`src/rtl/pipe_issue_ctrl_pkg.sv`:
```
// Shared definitions for the pipeline issue controller.
// Holds the ALU function codes, the per-function source-usage masks,
// field widths, the instruction record and the controller state encoding.
package pipe_issue_ctrl_pkg;

    localparam int REG_W  = 4;
    localparam int ADDR_W = 8;
    localparam int FUNC_W = 4;

    typedef enum logic [FUNC_W-1:0] {
        FUNC_ADD  = 4'd0,   // A,B
        FUNC_SUB  = 4'd1,   // A,B
        FUNC_AND  = 4'd2,   // A,B
        FUNC_NEG  = 4'd3,   // A
        FUNC_MOVB = 4'd4,   // B
        FUNC_OR   = 4'd5,   // A,B
        FUNC_XOR  = 4'd6,   // A,B
        FUNC_SLT  = 4'd7,   // A,B
        FUNC_INC  = 4'd8,   // A
        FUNC_NOTB = 4'd9,   // B
        FUNC_DEC  = 4'd10,  // A
        FUNC_SHL  = 4'd11   // A (shift by fixed amount)
    } func_e;

    localparam logic [FUNC_W-1:0] FUNC_LAST = FUNC_SHL;

    // Bit f set -> function code f reads that source register.
    localparam logic [15:0] USES_A = 16'h0DEF;  // 0,1,2,3,5,6,7,8,10,11
    localparam logic [15:0] USES_B = 16'h02F7;  // 0,1,2,4,5,6,7,9

    typedef enum logic {
        ST_RUN   = 1'b0,
        ST_DRAIN = 1'b1
    } state_e;

    typedef struct packed {
        logic [REG_W-1:0]  rs1;
        logic [REG_W-1:0]  rs2;
        logic [REG_W-1:0]  rd;
        logic [FUNC_W-1:0] func;
        logic [ADDR_W-1:0] addr;
    } instr_t;

    function automatic logic func_legal(input logic [FUNC_W-1:0] f);
        return f <= FUNC_LAST;
    endfunction

endpackage

```
`src/rtl/pipe_issue_ctrl_if.sv`:
```
// Instruction-in / issue-out bus of the issue controller.
//   in_*  : upstream valid/ready handshake carrying one instruction
//   iss_* : registered 1-cycle issue strobe plus fields to pipeline stage 1
// master : the upstream/pipeline side (drives in_*, observes in_ready, iss_*)
// slave  : the controller (accepts in_*, drives in_ready and iss_*)
interface pipe_issue_ctrl_if;
    import pipe_issue_ctrl_pkg::*;

    logic              in_valid;
    logic              in_ready;
    logic [REG_W-1:0]  in_rs1;
    logic [REG_W-1:0]  in_rs2;
    logic [REG_W-1:0]  in_rd;
    logic [FUNC_W-1:0] in_func;
    logic [ADDR_W-1:0] in_addr;

    logic              iss_valid;
    logic [REG_W-1:0]  iss_rs1;
    logic [REG_W-1:0]  iss_rs2;
    logic [REG_W-1:0]  iss_rd;
    logic [FUNC_W-1:0] iss_func;
    logic [ADDR_W-1:0] iss_addr;

    modport master (
        output in_valid, in_rs1, in_rs2, in_rd, in_func, in_addr,
        input  in_ready,
        input  iss_valid, iss_rs1, iss_rs2, iss_rd, iss_func, iss_addr
    );

    modport slave (
        input  in_valid, in_rs1, in_rs2, in_rd, in_func, in_addr,
        output in_ready,
        output iss_valid, iss_rs1, iss_rs2, iss_rd, iss_func, iss_addr
    );

endinterface

```
`src/rtl/pipe_issue_ctrl_scoreboard.sv`:
```
// In-flight destination tracker for the issue controller.
// A WB_LAT-deep shift register of {valid, rd}; an issued rd enters slot 0
// and falls off the end WB_LAT edges later, when its regbank write is
// visible to stage 1.
// Ports: clk, rst (async, high); push/push_rd (issue of rd this edge);
//        rs1/rs2 queries -> hit1/hit2 (pending write matches); empty.
module pipe_scoreboard
    import pipe_issue_ctrl_pkg::*;
#(
    parameter int WB_LAT = 3
) (
    input  logic             clk,
    input  logic             rst,
    input  logic             push,
    input  logic [REG_W-1:0] push_rd,
    input  logic [REG_W-1:0] rs1,
    input  logic [REG_W-1:0] rs2,
    output logic             hit1,
    output logic             hit2,
    output logic             empty
);

    logic [WB_LAT-1:0]            sb_v;
    logic [WB_LAT-1:0][REG_W-1:0] sb_rd;

    always_ff @(posedge clk or posedge rst) begin
        if (rst) begin
            sb_v  <= '0;
            sb_rd <= '0;
        end else begin
            sb_v[0] <= push;
            if (push)
                sb_rd[0] <= push_rd;
            for (int i = 1; i < WB_LAT; i++) begin
                sb_v[i]  <= sb_v[i-1];
                sb_rd[i] <= sb_rd[i-1];
            end
        end
    end

    always_comb begin
        hit1 = 1'b0;
        hit2 = 1'b0;
        for (int i = 0; i < WB_LAT; i++) begin
            if (sb_v[i] && sb_rd[i] == rs1) hit1 = 1'b1;
            if (sb_v[i] && sb_rd[i] == rs2) hit2 = 1'b1;
        end
    end

    assign empty = ~|sb_v;

endmodule

```
`src/rtl/pipe_issue_ctrl.sv`:
```
// Issue controller feeding the 4-stage regbank/ALU/mem pipeline.
// One-entry hold register takes instructions over a valid/ready handshake,
// waits out read-after-write hazards against the in-flight scoreboard, then
// issues at most one instruction per cycle. Illegal func codes are dropped
// with a pulse; a flush pulse drains everything and reports completion.
// Ports: clk, rst (async, high)
//        bus        : slave side of pipe_issue_ctrl_if (in_* handshake, iss_*)
//        flush      : drain request pulse
//        illegal    : 1-cycle pulse, held instruction dropped (func 12..15)
//        flush_done : 1-cycle pulse, drain complete
//        busy       : hold register or scoreboard occupied
//        stall_cnt  : saturating count of hazard-stall cycles
module pipe_issue_ctrl
    import pipe_issue_ctrl_pkg::*;
#(
    parameter int WB_LAT = 3,
    parameter int CNT_W  = 16
) (
    input  logic             clk,
    input  logic             rst,
    pipe_issue_ctrl_if.slave bus,
    input  logic             flush,
    output logic             illegal,
    output logic             flush_done,
    output logic             busy,
    output logic [CNT_W-1:0] stall_cnt
);

    state_e state, state_nx;
    logic   flush_done_nx;

    logic   hold_v;
    instr_t hold;
    instr_t iss_q;
    logic   iss_v;

    logic   legal, uses_a, uses_b;
    logic   hit1, hit2, sb_empty;
    logic   hazard, issue, drop, accept;

    assign legal  = func_legal(hold.func);
    assign uses_a = USES_A[hold.func];
    assign uses_b = USES_B[hold.func];

    // A source the function does not read is never checked.
    assign hazard = hold_v & legal & ((uses_a & hit1) | (uses_b & hit2));
    assign issue  = hold_v & legal & ~hazard;
    assign drop   = hold_v & ~legal;

    // Hold may refill on the same edge it empties, giving 1/cycle throughput.
    assign bus.in_ready = ~rst & (state == ST_RUN) & (~hold_v | issue | drop);
    assign accept       = bus.in_valid & bus.in_ready;

    assign busy = hold_v | ~sb_empty;

    pipe_scoreboard #(.WB_LAT(WB_LAT)) u_sb (
        .clk     (clk),
        .rst     (rst),
        .push    (issue),
        .push_rd (hold.rd),
        .rs1     (hold.rs1),
        .rs2     (hold.rs2),
        .hit1    (hit1),
        .hit2    (hit2),
        .empty   (sb_empty)
    );

    // State machine: RUN <-> DRAIN
    always_ff @(posedge clk or posedge rst) begin
        if (rst) begin
            state      <= ST_RUN;
            flush_done <= 1'b0;
        end else begin
            state      <= state_nx;
            flush_done <= flush_done_nx;
        end
    end

    always_comb begin
        state_nx      = state;
        flush_done_nx = 1'b0;
        case (state)
            ST_RUN: begin
                if (flush)
                    state_nx = ST_DRAIN;
            end
            ST_DRAIN: begin
                // in_ready is low here, so once hold and scoreboard are both
                // empty nothing else can be in flight.
                if (!hold_v && sb_empty) begin
                    flush_done_nx = 1'b1;
                    state_nx      = ST_RUN;
                end
            end
            default: state_nx = ST_RUN;
        endcase
    end

    // Hold register, issue register, illegal pulse, stall counter
    always_ff @(posedge clk or posedge rst) begin
        if (rst) begin
            hold_v    <= 1'b0;
            hold      <= '0;
            iss_v     <= 1'b0;
            iss_q     <= '0;
            illegal   <= 1'b0;
            stall_cnt <= '0;
        end else begin
            if (accept) begin
                hold_v <= 1'b1;
                hold   <= '{rs1:  bus.in_rs1,  rs2:  bus.in_rs2, rd: bus.in_rd,
                            func: bus.in_func, addr: bus.in_addr};
            end else if (issue || drop) begin
                hold_v <= 1'b0;
            end

            iss_v <= issue;
            if (issue)
                iss_q <= hold;

            illegal <= drop;

            if (hazard && stall_cnt != {CNT_W{1'b1}})
                stall_cnt <= stall_cnt + 1'b1;
        end
    end

    assign bus.iss_valid = iss_v;
    assign bus.iss_rs1   = iss_q.rs1;
    assign bus.iss_rs2   = iss_q.rs2;
    assign bus.iss_rd    = iss_q.rd;
    assign bus.iss_func  = iss_q.func;
    assign bus.iss_addr  = iss_q.addr;

endmodule
```
`src/flat_wrapper.sv`:
```
// flat-port wrapper written by rule: the top's interface ports become plain ports
module pipe_issue_ctrl_flat import pipe_issue_ctrl_pkg::*;
#(
    parameter int WB_LAT = 3,
    parameter int CNT_W  = 16
)
  (clk, rst, flush, illegal, flush_done, busy, stall_cnt, bus_in_valid, bus_in_rs1, bus_in_rs2, bus_in_rd, bus_in_func, bus_in_addr, bus_in_ready, bus_iss_valid, bus_iss_rs1, bus_iss_rs2, bus_iss_rd, bus_iss_func, bus_iss_addr);
  pipe_issue_ctrl_if bus_i ();
  input  logic clk;
  input  logic rst;
  input  logic flush;
  output logic illegal;
  output logic flush_done;
  output logic busy;
  output logic [CNT_W-1:0] stall_cnt;
  input wire logic [$bits(bus_i.in_valid)-1:0] bus_in_valid;
  input wire logic [$bits(bus_i.in_rs1)-1:0] bus_in_rs1;
  input wire logic [$bits(bus_i.in_rs2)-1:0] bus_in_rs2;
  input wire logic [$bits(bus_i.in_rd)-1:0] bus_in_rd;
  input wire logic [$bits(bus_i.in_func)-1:0] bus_in_func;
  input wire logic [$bits(bus_i.in_addr)-1:0] bus_in_addr;
  output wire logic [$bits(bus_i.in_ready)-1:0] bus_in_ready;
  output wire logic [$bits(bus_i.iss_valid)-1:0] bus_iss_valid;
  output wire logic [$bits(bus_i.iss_rs1)-1:0] bus_iss_rs1;
  output wire logic [$bits(bus_i.iss_rs2)-1:0] bus_iss_rs2;
  output wire logic [$bits(bus_i.iss_rd)-1:0] bus_iss_rd;
  output wire logic [$bits(bus_i.iss_func)-1:0] bus_iss_func;
  output wire logic [$bits(bus_i.iss_addr)-1:0] bus_iss_addr;
  assign bus_i.in_valid = bus_in_valid;
  assign bus_i.in_rs1 = bus_in_rs1;
  assign bus_i.in_rs2 = bus_in_rs2;
  assign bus_i.in_rd = bus_in_rd;
  assign bus_i.in_func = bus_in_func;
  assign bus_i.in_addr = bus_in_addr;
  assign bus_in_ready = bus_i.in_ready;
  assign bus_iss_valid = bus_i.iss_valid;
  assign bus_iss_rs1 = bus_i.iss_rs1;
  assign bus_iss_rs2 = bus_i.iss_rs2;
  assign bus_iss_rd = bus_i.iss_rd;
  assign bus_iss_func = bus_i.iss_func;
  assign bus_iss_addr = bus_i.iss_addr;
  pipe_issue_ctrl #(.WB_LAT(WB_LAT), .CNT_W(CNT_W)) u_core (.clk(clk), .rst(rst), .bus(bus_i), .flush(flush), .illegal(illegal), .flush_done(flush_done), .busy(busy), .stall_cnt(stall_cnt));
endmodule
```
`config.mk`:
```
export PLATFORM = sky130hd
export DESIGN_NAME = pipe_issue_ctrl_flat
export DESIGN_NICKNAME = d
export VERILOG_FILES = /design/src/rtl/pipe_issue_ctrl_pkg.sv /design/src/rtl/pipe_issue_ctrl_if.sv /design/src/rtl/pipe_issue_ctrl_scoreboard.sv /design/src/rtl/pipe_issue_ctrl.sv /design/src/flat_wrapper.sv
export SDC_FILE = /design/constraint.sdc
export NUM_CORES = 1
export LEC_CHECK = 0
export BUFFER_PORTS_ARGS = -buffer_cell sky130_fd_sc_hd__buf_2
export CORE_AREA = 2 2 85 147
export DETAILED_ROUTE_END_ITERATION = 6
export DIE_AREA = 0 0 87 149
export PLACE_DENSITY_LB_ADDON = 0.2
export SLEW_MARGIN = 10
export SYNTH_ARGS = -nofsm -noshare
export SYNTH_HDL_FRONTEND = slang
export SYNTH_SLANG_ARGS = --single-unit
```
`constraint.sdc`:
```
create_clock -name clk -period 2.7 [get_ports clk]
set_input_delay 0.27 -clock clk [delete_from_list [all_inputs] [get_ports clk]]
set_output_delay 0.27 -clock clk [all_outputs]
set_load 0.01 [all_outputs]
```
# Word-level counts from Yosys, hierarchy flattened
# Memory sizes are Yosys's and may differ from the RTL's.
# Index checks and enable logic that the tools add are counted.
totals:
  ff_bits: 80
  romBits: 32
  in_bits: 28
  out_inout_bits: 45
  memories: 2
classes:
  add_sub_neg: 1
  order_cmp: 2
  n_eq_ne: 7
  n_mux: 15
  bitwise_logic: 18
  n_reduce_logical: 13
memory_table:
  columns: ["memory", "words", "word_bits", "rd", "rd_ports_with_merged_regs", "write_ports", "line", "source"]
  rows:
  - ["(name not given)", 16, 1, 1, 0, 0, "pipe_issue_ctrl.sv:42", "assign uses_a = USES_A[hold.func];"]
  - ["(name not given)", 16, 1, 1, 0, 0, "pipe_issue_ctrl.sv:43", "assign uses_b = USES_B[hold.func];"]
op_table:
  columns: ["cell", "count"]
  rows:
  - ["== test 4 bit", 6]
  - ["adder 16 x 1 -> 16 bit (second input constant)", 1]
  - ["inequality test 16 bit (second input constant)", 1]
  - ["2-to-1 mux 1 bit", 14]
  - ["AND 1 bit", 9]
  - ["logical AND 1 bit", 8]
  - ["< comparator 4 x 5 -> 1 bit (second input constant)", 1]
  - ["NOT 1 bit", 5]
  - ["less-or-equal comparator 4 bit (second input constant)", 1]
  - ["bitwise OR 1 bit", 4]
  - ["OR reduction 3 bit", 1]
  - ["zero test 1 bit", 2]
  - ["case mux 1 bit (2 select lines)", 1]
  - ["nonzero test 2 bit", 1]
  - ["logical OR 1 bit", 1]

# Longest topological paths before layout
depth:
  ltp_word: 15
  ltp_mapped: 9
  depth_no_buf: 7

# Modules after synthesis
# Synthesis repeated with hierarchy kept, for this count alone.
unflattened:
  cells_unflattened: 262
  hier_area_um2: 3530.9
by_module_without_submodules:
  columns: ["module", "n_inst", "cells_each", "area_per_inst_um2"]
  rows:
  - ["pipe_issue_ctrl", 1, 203, 2821.5]
  - ["pipe_scoreboard", 1, 59, 709.4]

# Worst setup path before layout
# OpenSTA, ideal clock, no wires.
synth_path:
  path_kind: "register -> register"
  startpoint: "register u_core.hold[21] (netlist name)"
  endpoint: "register u_core.iss_q, in the netlist u_core.bus.iss_addr[0]"
  t_arrival_ns: 1.957
  required_ns: 2.575
  path_slack_ns: 0.618
  stages_incl_launch_ff: 9
  path_cell_list: "dfrtp_1 xor2_1 nor4_1 a31oi_1 o211ai_4 nand2b_1 buf_4 buf_6 mux2_4"
synth_between:
  elab_chain_cells: 10
synth_rtl:
  columns: ["element", "line", "source"]
  rows:
  - ["from (decl)", "pipe_issue_ctrl.sv:33", "instr_t hold;"]
  - ["from (signal assigned)", "pipe_issue_ctrl.sv:111", "hold <= '{rs1: bus.in_rs1, rs2: bus.in_rs2, rd: bus.in_rd,"]
  - ["== test 4 bit", "pipe_issue_ctrl_scoreboard.sv:45", "if (sb_v[i] && sb_rd[i] == rs1) hit1 = 1'b1;"]
  - ["logical AND 1 bit", "pipe_issue_ctrl_scoreboard.sv:45", null]
  - ["2-to-1 mux 1 bit (2 in a row)", "pipe_issue_ctrl_scoreboard.sv:45", null]
  - ["2-to-1 mux 1 bit *", "pipe_issue_ctrl_scoreboard.sv:45", null]
  - ["AND 1 bit *", "pipe_issue_ctrl.sv:46", "assign hazard = hold_v & legal & ((uses_a & hit1) | (uses_b & hit2));"]
  - ["bitwise OR 1 bit *", "pipe_issue_ctrl.sv:46", null]
  - ["AND 1 bit *", "pipe_issue_ctrl.sv:46", null]
  - ["NOT 1 bit *", "pipe_issue_ctrl.sv:47", "assign issue = hold_v & legal & ~hazard;"]
  - ["AND 1 bit *", "pipe_issue_ctrl.sv:47", null]
  - ["to (signal assigned)", "pipe_issue_ctrl.sv:119", "iss_q <= hold;"]
  - ["to (decl)", "pipe_issue_ctrl.sv:34", "instr_t iss_q;"]
# Mark *: on every way between the ends. The rest lies on a longest branch, timed or not.
# A chain may end at the register's enable or synchronous reset.

# Worst setup path in the final report
layout_path:
  startpoint: "register u_core.hold[22] (netlist name)"
  endpoint: "output port bus_in_ready"
layout_between:
  elab_chain_cells: 13
layout_rtl:
  columns: ["element", "line", "source"]
  rows:
  - ["== test 4 bit", "pipe_issue_ctrl_scoreboard.sv:45", null]
  - ["logical AND 1 bit", "pipe_issue_ctrl_scoreboard.sv:45", null]
  - ["2-to-1 mux 1 bit (2 in a row)", "pipe_issue_ctrl_scoreboard.sv:45", null]
  - ["2-to-1 mux 1 bit *", "pipe_issue_ctrl_scoreboard.sv:45", null]
  - ["AND 1 bit *", "pipe_issue_ctrl.sv:46", null]
  - ["bitwise OR 1 bit *", "pipe_issue_ctrl.sv:46", null]
  - ["AND 1 bit *", "pipe_issue_ctrl.sv:46", null]
  - ["NOT 1 bit *", "pipe_issue_ctrl.sv:47", null]
  - ["AND 1 bit *", "pipe_issue_ctrl.sv:47", null]
  - ["bitwise OR 1 bit * (2 in a row)", "pipe_issue_ctrl.sv:51", "assign bus.in_ready = ~rst & (state == ST_RUN) & (~hold_v | issue | drop);"]
  - ["AND 1 bit *", "pipe_issue_ctrl.sv:51", null]
  - ["to (decl)", "flat_wrapper.sv:22", "output wire logic [$bits(bus_i.in_ready)-1:0] bus_in_ready;"]
# Marks and branches as above.

==> summary.txt <==
Run status
  – Status: complete, no violations

Setup path
  – CP Launch Type: register
  – Most Frequent Cell on Critical Path: nand2_1
  – Reg2reg end: u_core.bus.iss_func[3]$_DFFE_PP0P_
  – Worst path max stage delay: around 0.45 ns
  – Flop2flop setup slack: just under 0.3 ns
  – CP Max Fanout: 17
  – Critical Path RT: between 2 and 2.5 ns
  – Top delay family on crit path: simple AND/OR/NAND/NOR gates
  – Reg2reg start: u_core.hold[22]$_DFFE_PP0P_
  – Crit. End Element: primary output
  – Crit path max-delay cell type: dfrtp_1
  – WP buf/inv: 2
  – CP cell instances: xnor2_1 > nand2_1 > nor4_1 > a31oi_1 > o211ai_4 > buf_6 > nand2_1 > and2_1 > buf_2
  – Worst EP arrival: 2.20 ns
  – Worst Setup Path Type: register to primary output
  – R2R depth: 9

Yosys
  – Post-synth EDFFs: 0
  – Top cell type by total area after synthesis: dfrtp_1
  – Netlist cell types: 31
  – Yosys reg bits: between 70 and 80
  – Area fraction of the dominant cell type after synthesis: 0.573
  – Post-synth top cells: 79 x dfrtp_1, 30 x mux2_1, 24 x xnor2_1
  – Synth area leaders: dfrtp_1 57%, mux2_1 9.8%, mux2_4 8.3%
  – Net Count, Synth: ~280
  – Most frequent cell after synthesis: dfrtp_1
  – Yosys warns: 0
  – Synthesized area per cell: 13.8 µm²
  – Ys async rst share: 1.00
  – Sequential area share after synthesis: 0.573
  – Post-Synthesis Cell Area: 3450 µm²
  – Most used DFF post-synth: dfrtp_1
  – Cells after Synth: 250

STA
  – Fin Setup TNS: 0 ns
  – Period Utilization, post-route: 0.916
  – Unrepaired setup endpoints after global routing: false
  – Slew @ Worst Pin: around 0.89 ns
  – Minimum clock period: roughly 2.5 ns
  – Final worst slack: ~0.23 ns
  – Final Slew Violations: 0
  – Fmax: roughly 400 MHz
  – Final setup viols: 0
  – Clk_skew: around 0.0031 ns
  – Endpoints failing hold: 0
  – Slew HR: 0.408

Floorplanning
  – Starting Density: 0.291
  – Core Area: approximately 12,000 µm²
  – Die W: approximately 87 µm
  – Die H: ~150 µm
  – Ports: 73
  – Die area: 13,000 µm²
  – Std cell rows: 53

Finish
  – Final non-filler cell total: 470
  – Syn-to-layout area delta: 23.6%
  – Fin nets: 357
  – Antenna fix cells: 0
  – Share of cells above drive strength 1: 0.357

Pwr
  – Clock power frac: 0.247
  – Power Internal: approximately 3.2 mW
  – Sequential Power Share: 0.441
  – Leakage power total: roughly 2.1 nW
  – Switching share of total power: 0.328
  – Maximum VDD drop: 0.313 mV
  – Switching power: ~1.6 mW
  – Pwr Density: between 1000 and 1500 nW/µm²
  – Comb power frac: 0.313

Placement
  – Dpl hpwl: around 5700 µm
  – Number of port buffers: a little over 70
  – Placed Instances: around 450
  – Gpl congestion: a little over 0.8
  – Post-placement worst setup slack: 0.220 ns

Detailed routing
  – Post-DR wirelength/cell: between 15 and 20 µm
  – Via count: 2,161
  – Drt first pass iters: 4
  – Final antenna-violating net count: 0
  – Drt total wl: approximately 7700 µm
  – # DRC: 0
  – Number of DRC markers in iteration 0: 84
  – Via density: 4.60

GRT
  – Initial antenna violation count: 0
  – Total Routing Usage GR: 0.128
  – Largest net degree at the start of global routing: 46
  – Global-route wire length before repair: ~12,000 µm
  – Vias in the first global route: 2,354
  – Global route overflow: 0

CTS
  – CTS tree: done
  – TritonCTS Buffers: 9
  – Clock sink total: 79
  – Clk pin slew, worst setup/hold paths: 0.06 ns
  – Clock Path Buffers: 2
  – Clock Tree Root: clkbuf_16
  – H-tree depth: 3
  – Post-CTS Repair Setup Buffers: 0
  – Worst-Skew Late Latency: ~0.33 ns

Hold path
  – Hold/Removal Path Class: primary input to async pin

Run
  – Max-Cap Viols: 0
layer usage:
layer / vias to the layer above / GRT usage / wire [µm]
met5: - / 0 / 0
met4: 0 / 0.0594 / 188
met3: 12 / 0.0338 / 263
met2: 41 / 0.225 / 4250
met1: 1091 / 0.140 / 2960
li1: 1017 / - / -
per-stage QoR:
| stage | cell area, µm² | hold slack, ns | util | total power, mW |
|---|---|---|---|---|
| after global routing | 4270 | 0.149 | 0.359 | 5.08 |
| after floorplan | 3450 | 0.395 | - | 3.11 |
| after CTS | 4260 | 0.101 | 0.359 | 4.86 |
| final | 4270 | 0.0718 | 0.359 | 4.76 |
| after detailed placement | 3970 | 0.430 | 0.334 | 3.65 |
| after global placement | 3970 | 0.421 | 0.334 | 3.61 |
cell type report:
cell class / count / area [µm²]
Sequential cell: 79 / 1980
Fill cell: 1190 / 7600
Timing Repair Buffer: 78 / 422
Tap cell: 137 / 171
Multi-Input combinational cell: 157 / 1390
Clock buffer: 14 / 284
Inverter: 3 / 12.5
Clock inverter: 2 / 12.5
logic make-up after synthesis:
group | after synthesis | share of synthesized area
fa+ha+maj | 1 | 0.00362
mux | 51 | 0.186
simple gates | 60 | 0.0917
flops | 79 | 0.573
xor+xnor | 39 | 0.0989
compound gates | 6 | 0.0207
buf+inv | 14 | 0.0261
power groups by stage:
stage | sequential (mW) | clock (mW) | combinational [mW]
3_3_place_gp | 2.11 | 0 | 1.49
6_report | 2.10 | 1.17 | 1.49
3_5_place_dp | 2.14 | 0 | 1.51
4_1_cts | 2.12 | 1.21 | 1.52
2_1_floorplan | 2.10 | 0 | 1.02
5_1_grt | 2.18 | 1.27 | 1.63
registers in the layout, summed over array words and instances (netlist names):
name                 flops
u_core.bus.iss_rs2       4
u_core.state             1
u_core.hold_v            1
u_core.illegal           1
u_core.bus.iss_addr      8
u_core.u_sb.sb_rd        8
u_core.hold             24
u_core.bus.iss_func      4
u_core.stall_cnt        16
u_core.bus.iss_rs1       4
u_core.bus.iss_rd        4
u_core.flush_done        1
u_core.u_sb.sb_v         3
cell usage in the layout (no fill, tap or decap), types with 2 or more instances in the layout:
cell / synthesis / layout
nor2_1: 6 / 6
clkinv_2: 0 / 2
xor2_1: 15 / 15
buf_4: 5 / 4
dfrtp_1: 79 / 79
clkbuf_16: 0 / 9
mux2_1: 30 / 30
and2_1: 3 / 3
nand2_1: 14 / 14
nor4_1: 4 / 4
nor3_1: 4 / 4
buf_2: 3 / 72
clkbuf_8: 0 / 4
nand4_1: 8 / 8
mux2i_1: 2 / 2
a31oi_1: 2 / 2
nand3_1: 8 / 8
xnor2_1: 24 / 24
mux2_4: 19 / 19
and3_1: 7 / 7
how the worst max path moves through the flow:
stage / from / endpoint / slack, ns / depth (start not counted)
floorplan: rst / u_core.bus.iss_addr[0]$_DFFE_PP0P_ / 0.41 / 1
global placement: u_core.hold[22]$_DFFE_PP0P_ / u_core.bus.iss_addr[4]$_DFFE_PP0P_ / 0.24 / 9
detailed placement: u_core.hold[8]$_DFFE_PP0P_ / u_core.hold[17]$_DFFE_PP0P_ / 0.22 / 7
CTS: u_core.hold[22]$_DFFE_PP0P_ / bus_in_ready / 0.12 / 9
global route: u_core.hold[22]$_DFFE_PP0P_ / bus_in_ready / 0.04 / 9
finish: u_core.hold[22]$_DFFE_PP0P_ / bus_in_ready / 0.23 / 9
timing repair:
| item | CTS | global route |
|---|---|---|
| resized for setup | 0 | 1 |
| hold buffers | 0 | 0 |
| endpoints found under the setup margin | 0 | 1 |
No activity file was read; power rests on OpenSTA's default activity.
